<file path="src/rtl/mem_boot_loader.sv">
// Streams host words into one of N_MEM memories at auto-incrementing addresses over a
// valid/ready handshake, then holds the processor start level between run_go and run_stop.
module mem_boot_loader #(
   parameter int  DATA_W    = 16,
   parameter int  ADDR_W    = 9,
   parameter int  N_MEM     = 2,
   parameter int  BASE_ADDR = 1,
   localparam int SEL_W     = (N_MEM > 1) ? $clog2(N_MEM) : 1
) (
   input  logic              clk,
   input  logic              rst,
   input  logic              load_go,
   input  logic [SEL_W-1:0]  load_sel,
   input  logic              in_valid,
   output logic              in_ready,
   input  logic [DATA_W-1:0] in_data,
   input  logic              in_last,
   input  logic              run_go,
   input  logic              run_stop,
   output logic [N_MEM-1:0]  mem_we,
   output logic [ADDR_W-1:0] mem_addr,
   output logic [DATA_W-1:0] mem_wdata,
   output logic [ADDR_W:0]   words,
   output logic              load_done,
   output logic              overflow,
   output logic              busy,
   output logic              start
);

   typedef enum logic [1:0] {IDLE, LOAD, DRAIN, RUN} state_e;

   localparam logic [ADDR_W-1:0] BASE      = ADDR_W'(BASE_ADDR);
   localparam logic [ADDR_W-1:0] TOP_ADDR  = {ADDR_W{1'b1}};
   localparam logic [ADDR_W:0]   WORDS_MAX = {1'b1, {ADDR_W{1'b0}}};

   state_e              state_q, state_d;
   logic [SEL_W-1:0]    sel_q, sel_d;
   logic [ADDR_W-1:0]   addr_q, addr_d;
   logic [ADDR_W:0]     words_q, words_d;
   logic                overflow_q, overflow_d;
   logic [N_MEM-1:0]    mem_we_q, mem_we_d;
   logic [ADDR_W-1:0]   mem_addr_q, mem_addr_d;
   logic [DATA_W-1:0]   mem_wdata_q, mem_wdata_d;
   logic                load_done_q, load_done_d;
   logic                hs;

   assign hs = in_valid & in_ready;

   always_ff @(posedge clk) begin
      if (rst) begin
         state_q     <= IDLE;
         sel_q       <= '0;
         addr_q      <= BASE;
         words_q     <= '0;
         overflow_q  <= 1'b0;
         mem_we_q    <= '0;
         mem_addr_q  <= BASE;
         mem_wdata_q <= '0;
         load_done_q <= 1'b0;
      end else begin
         state_q     <= state_d;
         sel_q       <= sel_d;
         addr_q      <= addr_d;
         words_q     <= words_d;
         overflow_q  <= overflow_d;
         mem_we_q    <= mem_we_d;
         mem_addr_q  <= mem_addr_d;
         mem_wdata_q <= mem_wdata_d;
         load_done_q <= load_done_d;
      end
   end

   always_comb begin
      state_d     = state_q;
      sel_d       = sel_q;
      addr_d      = addr_q;
      words_d     = words_q;
      overflow_d  = overflow_q;
      mem_we_d    = '0;
      mem_addr_d  = mem_addr_q;
      mem_wdata_d = mem_wdata_q;
      load_done_d = 1'b0;
      case (state_q)
         IDLE: begin
            // An out-of-range select drops the load request entirely.
            if (load_go && (int'(load_sel) < N_MEM)) begin
               state_d    = LOAD;
               sel_d      = load_sel;
               addr_d     = BASE;
               words_d    = '0;
               overflow_d = 1'b0;
            end else if (run_go) begin
               state_d = RUN;
            end
         end
         LOAD: begin
            if (hs) begin
               mem_we_d    = N_MEM'(1) << sel_q;
               mem_addr_d  = addr_q;
               mem_wdata_d = in_data;
               words_d     = (words_q == WORDS_MAX) ? words_q : words_q + 1'b1;
               if (in_last) begin
                  state_d     = IDLE;
                  load_done_d = 1'b1;
               end else if (addr_q == TOP_ADDR) begin
                  state_d    = DRAIN;
                  overflow_d = 1'b1;
               end else begin
                  addr_d = addr_q + 1'b1;
               end
            end
         end
         DRAIN: begin
            if (hs && in_last) begin
               state_d     = IDLE;
               load_done_d = 1'b1;
            end
         end
         RUN: begin
            if (run_stop) state_d = IDLE;
         end
         default: state_d = IDLE;
      endcase
   end

   always_comb begin
      in_ready = 1'b0;
      busy     = 1'b0;
      start    = 1'b0;
      case (state_q)
         LOAD, DRAIN: begin
            in_ready = 1'b1;
            busy     = 1'b1;
         end
         RUN:     start = 1'b1;
         default: ;
      endcase
   end

   assign mem_we    = mem_we_q;
   assign mem_addr  = mem_addr_q;
   assign mem_wdata = mem_wdata_q;
   assign words     = words_q;
   assign load_done = load_done_q;
   assign overflow  = overflow_q;

endmodule

</file>
<file path="config.mk">
export PLATFORM = sky130hd
export DESIGN_NAME = mem_boot_loader
export DESIGN_NICKNAME = d
export VERILOG_FILES = /design/src/rtl/mem_boot_loader.sv
export SDC_FILE = /design/constraint.sdc
export NUM_CORES = 1
export LEC_CHECK = 0
export CAP_MARGIN = 10
export CORE_MARGIN = 4
export CORE_UTILIZATION = 40
export DETAILED_ROUTE_END_ITERATION = 8
export MAX_ROUTING_LAYER = met4
export PLACE_DENSITY = 0.79
export SYNTH_ARGS = -nofsm -noshare
export SYNTH_HDL_FRONTEND = slang
export SYNTH_SLANG_ARGS = --single-unit
</file>
<file path="constraint.sdc">
create_clock -name clk -period 2.97 [get_ports clk]
set_input_delay 0.594 -clock clk [delete_from_list [all_inputs] [get_ports clk]]
set_output_delay 0.594 -clock clk [all_outputs]
set_load 0.02 [all_outputs]
</file>
==> Yosys cells after proc, flatten, opt, wreduce, memory -nomap -nowiden <==
Cells that the tools add are included.
{ "classes": {"div_mod_pow": 0, "reduce_logical": 11, "bitwise": 3, "n_eq_ne": 15, "mux": 28, "n_addsub": 2, "mul": 0, "n_shift": 1, "order_cmp": 0} }
{ "op_table": {"columns": ["op", "count"], "rows": [
  ["9-bit 2-to-1 mux", 4],
  ["10-bit 2-to-1 mux", 3],
  ["10-bit one-hot mux with 2 select lines", 1],
  ["9-bit one-hot mux with 2 select lines", 1],
  ["2-bit != test, second input constant", 8],
  ["5-bit AND reduction", 3],
  ["2-bit 2-to-1 mux", 7],
  ["10-bit by 1-bit adder with 10-bit output, second input constant", 1],
  ["10-bit == test, second input constant", 1],
  ["9-bit by 1-bit adder with 9-bit output, second input constant", 1],
  ["9-bit == test, second input constant", 1],
  ["1-bit 2-to-1 mux", 9],
  ["2-bit one-hot mux with 4 select lines", 1],
  ["3-bit != test, second input constant", 2],
  ["2-bit == test, second input constant", 2],
  ["1-bit one-hot mux with 2 select lines", 2],
  ["2-bit AND reduction", 2],
  ["4-bit AND reduction", 1],
  ["3-bit OR reduction", 1],
  ["2-bit by 1-bit == test with 1-bit output, second input constant", 1],
  ["2-bit logical NOT", 1],
  ["1-bit inverter", 2],
  ["2-bit nonzero test", 1],
  ["2-bit OR reduction", 1],
  ["3 further kinds", 3]
]} }
{ "totals": {"memories": 0, "ram_bits": 0, "rom_bits": 0, "ff_bits": 51, "output_inout_bits": 42, "latchBits": 0} }

==> Longest topological paths before layout <==
Gate-level depths: netlist (run 1).
{ "depth": {"ltp_word": 7, "depth_mapped": 9} }

==> Worst setup path after synthesis (run 1) <==
No wires, ideal clock.
{ "synth_timing": {"path_kind": "flip-flop to flip-flop", "from": "reg addr_q[0]", "to": "reg addr_q[7]", "n_path_buf": 1, "setup_slack_ps": 775, "setup_ps": 71, "stages_incl_launch_ff": 10, "required_time_ps": 2899, "t_arrival_ps": 2124, "path_cell_list": "dfxtp_1 ha_1 nand2_1 nor2_1 ha_1 or3b_1 buf_2 a2111o_1 or3_1 a21oi_1"} }
{ "synth_between": {"elab_chain_cells": 5, "elab_cells_between_ends": 8, "cone_classes": "add/sub (1); eq/ne (2); mux (4); reduce/logical (1)"} }
{ "synth_lines": {"columns": ["item", "line", "source"], "rows": [
  ["start: declaration", "38", "logic [ADDR_W-1:0] addr_q, addr_d;"],
  ["start signal: assignment", "63", "addr_q <= addr_d;"],
  ["9-bit by 1-bit adder with 9-bit output", "109", "addr_d = addr_q + 1'b1;"],
  ["9-bit 2-to-1 mux", "105", "end else if (addr_q == TOP_ADDR) begin"],
  ["9-bit 2-to-1 mux", "102", "if (in_last) begin"],
  ["9-bit 2-to-1 mux", "97", "if (hs) begin"],
  ["9-bit one-hot mux with 2 select lines", "83", "case (state_q)"]
]} }
Parallel ways exist; a longest one is shown, timed or not. The select of a mux whose other input is x is not followed.
A chain may end at the register's enable or synchronous reset.

==> Worst setup path in the final report (run 1) <==
{ "layout_timing": {"from": "reg addr_q[2]", "to": "reg addr_q[3]"} }
The elaborated chain is that of the path after synthesis.

==> impl_metrics.env, run 1 <==
export IMPL_final_cells=421
export IMPL_p_per_area_mw_per_mm2=614
export IMPL_syn_mean_instance_area_sq_um=7.99
export IMPL_cts_buffers=5
export IMPL_ys_ff_latch=51
export IMPL_yosysSeqAreaShare=0.443
export IMPL_grt_first_pass_wirelength_um=9650
export IMPL_synth_common_cells="nand2_1 (56), dfxtp_1 (51), a21oi_1 (40)"
export IMPL_dr_pass1_iters=4
export IMPL_io_pins=66
export IMPL_cts_max_path_buffers=2
export IMPL_drv_cap=0
export IMPL_cts_root_buf="clkbuf_8"
export IMPL_overflow=0
export IMPL_grtUsageTotal=0.168
export IMPL_rr_worst_depth=8
export IMPL_min_delay_path_class="reg -> reg"
export IMPL_async_flop_share=0
export IMPL_cts_sinks=51
export IMPL_crit_path_start_kind="flop"
export IMPL_crit_type="reg -> reg"
export IMPL_ys_warn_count=0
export IMPL_slew_viol_final=0
export IMPL_drc_errors=0
export IMPL_worst_slew_pin_slew_ns=0.889
export IMPL_clock_latency_ns=0.30
export IMPL_endpoint="addr_q[3]"
export IMPL_nNetsFinal=381
export IMPL_ctsResizeCount=0
export IMPL_dp_hpwl_um=4050
export IMPL_dieArea_sq_mm=0.00703
export IMPL_drtIter0Drc=110
export IMPL_endpoint_kind="flop"
export IMPL_synth_largest_area_cell="dfxtp_1"
export IMPL_fp_row_count=27
export IMPL_r2r_end="addr_q[3]"
export IMPL_arrival_ns=2.63
export IMPL_power_leakage_nw=1.02
export IMPL_start_util=0.416
export IMPL_grt_max_degree=52
export IMPL_syn_area_sq_mm=0.00230
export IMPL_wire_per_inst_um=13.6
export IMPL_fin_crit_ns=2.40
export IMPL_area_delta_synth_final_pct=34.0
export IMPL_synth_top_area_frac=0.443
export IMPL_status="complete, no violations"
export IMPL_synth_area_leaders="dfxtp_1 (44%), nand2_1 (9.1%), a21oi_1 (8.7%), ha_1 (4.9%), inv_1 (3.3%)"
export IMPL_antenna_cells=0
export IMPL_r2r_setup_slack_ns=0.57
export IMPL_antenna_found_initial=0
export IMPL_cts_tree="built"
export IMPL_synth_top_flop_cell="dfxtp_1"
export IMPL_vdd_drop_max_mv=0.272
export IMPL_final_layout_size_suffix_gt1_frac=0.0458
export IMPL_synth_edf_count=0
export IMPL_core_region_area_sq_mm=0.00554
export IMPL_antenna_left=0
export IMPL_port_buffers=65
export IMPL_dp_cells=413
export IMPL_hold_violations=0
export IMPL_slew_headroom=0.407
export IMPL_die_h_um=83.9
export IMPL_rsz0062_at_grt="false"
export IMPL_htreeDepth=2
export IMPL_ctsHoldBuffers=0
export IMPL_grt_pass1_vias=2148
export IMPL_cp_data_required_time_ns=3.20
export IMPL_cts_setup_buffers=0
export IMPL_vias=2195
export IMPL_cp_max_fo=6
export IMPL_yosysUniqueCellTypes=41
export IMPL_wirelength_um=5740
export IMPL_skew_ns=0.0119
export IMPL_fmax_mhz=417
export IMPL_mappedNetlistNets=321
export IMPL_clk_pin_slew_ns=0.09
export IMPL_fin_crit_sh=0.807
export IMPL_die_w_um=83.9
export IMPL_yosysMostFrequentCell="nand2_1"
export IMPL_r2r_start="addr_q[2]"
export IMPL_crit_start="addr_q[2]"
export IMPL_setup_viol=0
export IMPL_setup_tns_ns=0
export IMPL_post_drt_via_cell_ratio=5.21
export IMPL_hold_worst_slack_ns=0.458
export IMPL_post_synth_inst_count=288
export IMPL_place_congestion=0.895
through the flow:
step | setup slack (ns) | instance area, sq um | power, mW | util
5_1_grt | 0.422 | 3080 | 2.01 | 0.557
3_5_place_dp | 0.370 | 3000 | 1.51 | 0.541
3_3_place_gp | 0.434 | 3000 | 1.49 | 0.541
2_1_floorplan | 0.775 | 2300 | 1.27 | -
6_report | 0.572 | 3080 | 1.89 | 0.557
4_1_cts | 0.578 | 3080 | 1.91 | 0.557
where the power goes:
group	internal, mW	total (mW)	leakage [nW]	switching, mW
Combinational	0.298	0.717	0.566	0.419
Clock	0.165	0.397	0.0412	0.232
Sequential	0.739	0.780	0.413	0.0403
critical path, stage by stage, from the launching register on:
cell and delay, ns:
dfxtp_1 0.38, nand4_1 0.13, or2_2 0.14, nor2_1 0.05, ha_1 0.20, or3b_1 0.46
a2111o_1 0.51, or3_1 0.32, a21oi_1 0.15
layer usage:
layer | track usage | up-vias | share of wire
li1 | - | 1121 | -
met1 | 0.193 | 1025 | 0.45
met4 | 0.0439 | 0 | 0.0073
met3 | 0.0523 | 4 | 0.055
met5 | - | - | 0
met2 | 0.285 | 45 | 0.49
state kept, by name (all words and copies together) (netlist names):
| signal | count |
|---|---|
| addr_q | 9 |
| load_done | 1 |
| mem_addr | 9 |
| mem_wdata | 16 |
| mem_we | 2 |
| overflow | 1 |
| sel_q | 1 |
| state_q | 2 |
| words | 10 |
cells by family (layout without fill, tap and decap cells):
group | after synthesis | in the layout | synth area share
AND/OR/NAND/NOR | 114 | 114 | 0.235
AO/OA/AOI/OAI | 73 | 73 | 0.190
flip-flops | 51 | 51 | 0.443
buffers and inverters | 36 | 97 | 0.0625
adder cells (fa/ha/maj) | 9 | 9 | 0.0489
XOR/XNOR | 3 | 3 | 0.0114
multiplexers | 2 | 2 | 0.00924
cells in the final DEF (no fill, tap or decap), types with 2 or more instances in the layout:
cell and instances:
clkdlybuf4s50_1 64, nand2_1 56, dfxtp_1 51, a21oi_1 40, inv_1 20, nor2_1 11
o21ai_0 11, nand4_1 9, ha_1 9, nand3_1 8, or3_1 7, o32ai_1 6
clkbuf_8 5, nor3_1 4, buf_4 4, xnor2_1 3, nor4_1 3, and3_1 3
or2_2 2, o21bai_1 2, a2111oi_0 2, a211oi_1 2, nand2b_1 2, nor3b_1 2
and2_1 2, a31oi_1 2, or4_1 2
final cells by class:
cell class                      count  area [sq um]
Fill cell                         526          2460
Sequential cell                    51          1020
Multi-Input combinational cell    201          1140
Inverter                           20          75.1
Clock inverter                      2          12.5
Timing Repair Buffer               69           676
Clock buffer                        6          72.6
Tap cell                           72          90.1
worst min-delay path by stage:
stage	startpoint	end	cells past startpoint	slack, ns
after floorplan	sel_q	mem_we[0]	1	0.42
after global placement	sel_q	mem_we[0]	1	0.44
after detailed placement	mem_wdata[15]	mem_wdata[15]	2	0.45
after CTS	mem_wdata[15]	mem_wdata[15]	2	0.46
after global routing	mem_wdata[15]	mem_wdata[15]	2	0.48
final	mem_wdata[15]	mem_wdata[15]	2	0.46
Note: power is estimated with default switching activity, not from simulation.
==> run 2, diff against run 1 <==
Settings changed: PLACE_DENSITY 0.79 to 0.82.
Clock period 2.97 ns to 2 ns, I/O delays scaled along.
==> run 2 against run 1 <==
The flow now finishes with violations (negative setup slack). Count of clock-buffer cells in the layout unchanged. Wire length up 7.3%. Cell count up 6.9%. Worst setup slack worse by 0.71 ns. Hold slack worse by 0.0080 ns. Sequential power up 47%. Global-route usage up 0.95 points. Die area unchanged. Final area up 12%. Largest cell class unchanged. Flip-flop and latch count unchanged. Clock skew down 0.0060 ns.
==> impl_metrics.env, run 2 (synthesized netlist as in run 1, its figures left out) <==
export IMPL_cts_max_path_buffers=2
export IMPL_hold_end="mem_we[0]"
export IMPL_r2r_end="addr_q[3]"
export IMPL_port_buffers=65
export IMPL_vias=2358
export IMPL_cts_buffers=5
export IMPL_critPathTopFamily="simple AND/OR/NAND/NOR gates"
export IMPL_hold_violations=0
export IMPL_worst_slew_pin_slew_ns=0.638
export IMPL_antenna_cells=0
export IMPL_dieArea_sq_mm=0.00703
export IMPL_p_per_area_mw_per_mm2=881
export IMPL_power_leakage_nw=1.18
export IMPL_slew_headroom=0.574
export IMPL_fin_crit_ns=2.14
export IMPL_fillers=490
export IMPL_min_from="sel_q"
export IMPL_start_util=0.416
export IMPL_antenna_left=0
export IMPL_r2r_setup_slack_ns=-0.14
export IMPL_dp_hpwl_um=4420
export IMPL_clock_latency_ns=0.30
export IMPL_slowest_delay_ns=0.43
export IMPL_path_buf_inv=0
export IMPL_whs_path_depth=1
export IMPL_fin_crit_sh=1.07
export IMPL_dp_cells=438
export IMPL_most_common_layout_cells="clkdlybuf4s50_1 (63), nand2_1 (55), dfxtp_1 (46)"
export IMPL_worst_slack_ns=-0.137
export IMPL_grtUsageTotal=0.178
export IMPL_r2r_start="addr_q[4]"
export IMPL_arrival_ns=2.37
export IMPL_wire_per_inst_um=13.7
export IMPL_core_region_area_sq_mm=0.00554
export IMPL_area_delta_synth_final_pct=49.8
export IMPL_overflow=0
export IMPL_die_h_um=83.9
export IMPL_final_cells=450
export IMPL_cts_sinks=51
export IMPL_wirelength_um=6160
export IMPL_slew_viol_final=0
export IMPL_cp_max_fo=5
export IMPL_layout_commonest_cell="clkdlybuf4s50_1"
export IMPL_dr_pass1_iters=5
export IMPL_grt_first_pass_wirelength_um=10100
export IMPL_ctsHoldBuffers=0
export IMPL_io_pins=66
export IMPL_fp_row_count=27
export IMPL_violations="negative setup slack"
export IMPL_clk_pin_slew_ns=0.09
export IMPL_antenna_found_initial=0
export IMPL_endpoint_kind="flop"
export IMPL_drv_cap=0
export IMPL_drtIter0Drc=122
export IMPL_die_w_um=83.9
export IMPL_cts_root_buf="clkbuf_8"
export IMPL_critPathSlowestCell="a2111o_1"
export IMPL_vdd_drop_max_mv=0.551
export IMPL_design_area_sq_mm=0.00345
export IMPL_crit_type="reg -> reg"
export IMPL_skew_ns=0.00589
export IMPL_nNetsFinal=410
export IMPL_htreeDepth=2
export IMPL_status="finished, violations left"
export IMPL_cts_tree="built"
export IMPL_crit_path_start_kind="flop"
export IMPL_setup_viol=7
export IMPL_largest_reg_flops=16
export IMPL_rsz0062_at_grt="true"
export IMPL_crit_chain="nand4_1, or2_4, nor2_4, ha_4, or3b_4, a2111o_1, or3_1, a21oi_2"
export IMPL_pre_cts_slack_ns=-0.338
export IMPL_grt_pass1_vias=2273
export IMPL_place_congestion=0.930
export IMPL_min_delay_path_class="reg -> reg"
export IMPL_setup_tns_ns=-0.536
export IMPL_placed_area_sq_mm=0.00324
export IMPL_grt_max_degree=27
export IMPL_final_layout_size_suffix_gt1_frac=0.177
export IMPL_post_drt_via_cell_ratio=5.24
export IMPL_drc_errors=0
export IMPL_cp_data_required_time_ns=2.23
export IMPL_rr_worst_depth=8
export IMPL_hold_worst_slack_ns=0.450
export IMPL_fmax_mhz=468
[run 2: cell types whose count changed in the layout (fill, tap and decap cells not counted), sizes merged]
cell	change
buf	+28
dlygate4sd2	+2
clkdlybuf4s50	-1
[run 2: worst register-to-register path, delay by kind of cell, from the launching register on]
kind            cells  cell delay, ns
simple gates        5            1.03
compound gates      2            0.56
flops               1            0.33
fa+ha+maj           1            0.15
[run 2: final cells by class]
class / instances / area, sq um / area share
Tap cell: 72 / 90.1 / 0.0261
Sequential cell: 51 / 1030 / 0.298
Timing Repair Buffer: 98 / 937 / 0.272
Clock inverter: 2 / 12.5 / 0.00363
Inverter: 20 / 75.1 / 0.0218
Clock buffer: 6 / 72.6 / 0.0210
Multi-Input combinational cell: 201 / 1230 / 0.358
[run 2: report_power, final]
group          internal, mW  switching (mW)  leakage [nW]
combinational         0.590           0.709         0.727
sequential             1.10          0.0494         0.414
clock                 0.245           0.344        0.0412
total                  1.93            1.10          1.18
[run 2: how the worst max path moves through the flow]
stage / slack, ns / from / depth (start not counted) / to
6_report: -0.14 / addr_q[4] / 8 / addr_q[3]
5_1_grt: -0.23 / addr_q[2] / 8 / addr_q[5]
4_1_cts: -0.20 / addr_q[3] / 8 / addr_q[3]
3_5_place_dp: -0.34 / in_valid / 6 / addr_q[3]
3_3_place_gp: -0.25 / in_valid / 5 / addr_q[3]
2_1_floorplan: -0.13 / addr_q[2] / 9 / addr_q[5]
[run 2: routing by layer]
metal,share of wire,global-route usage,vias up
met5,0,-,-
met4,0.016,0.0673,0
met3,0.057,0.0454,10
met2,0.51,0.309,70
met1,0.42,0.195,1098
li1,-,-,1180
[run 2: timing repair]
item | in CTS | in global routing
pin swaps | 6 | 8
setup buffers | 2 | 2
cloned | 0 | 0
setup endpoints to repair | 9 | 17
resized for setup | 8 | 22
[run 2: through the flow]
| stage | total power, mW | util |
|---|---|---|
| after CTS | 2.99 | 0.603 |
| final | 3.04 | 0.623 |
| after floorplan | 1.88 | - |
| after detailed placement | 2.42 | 0.584 |
| after global routing | 3.23 | 0.623 |
| after global placement | 2.39 | 0.584 |
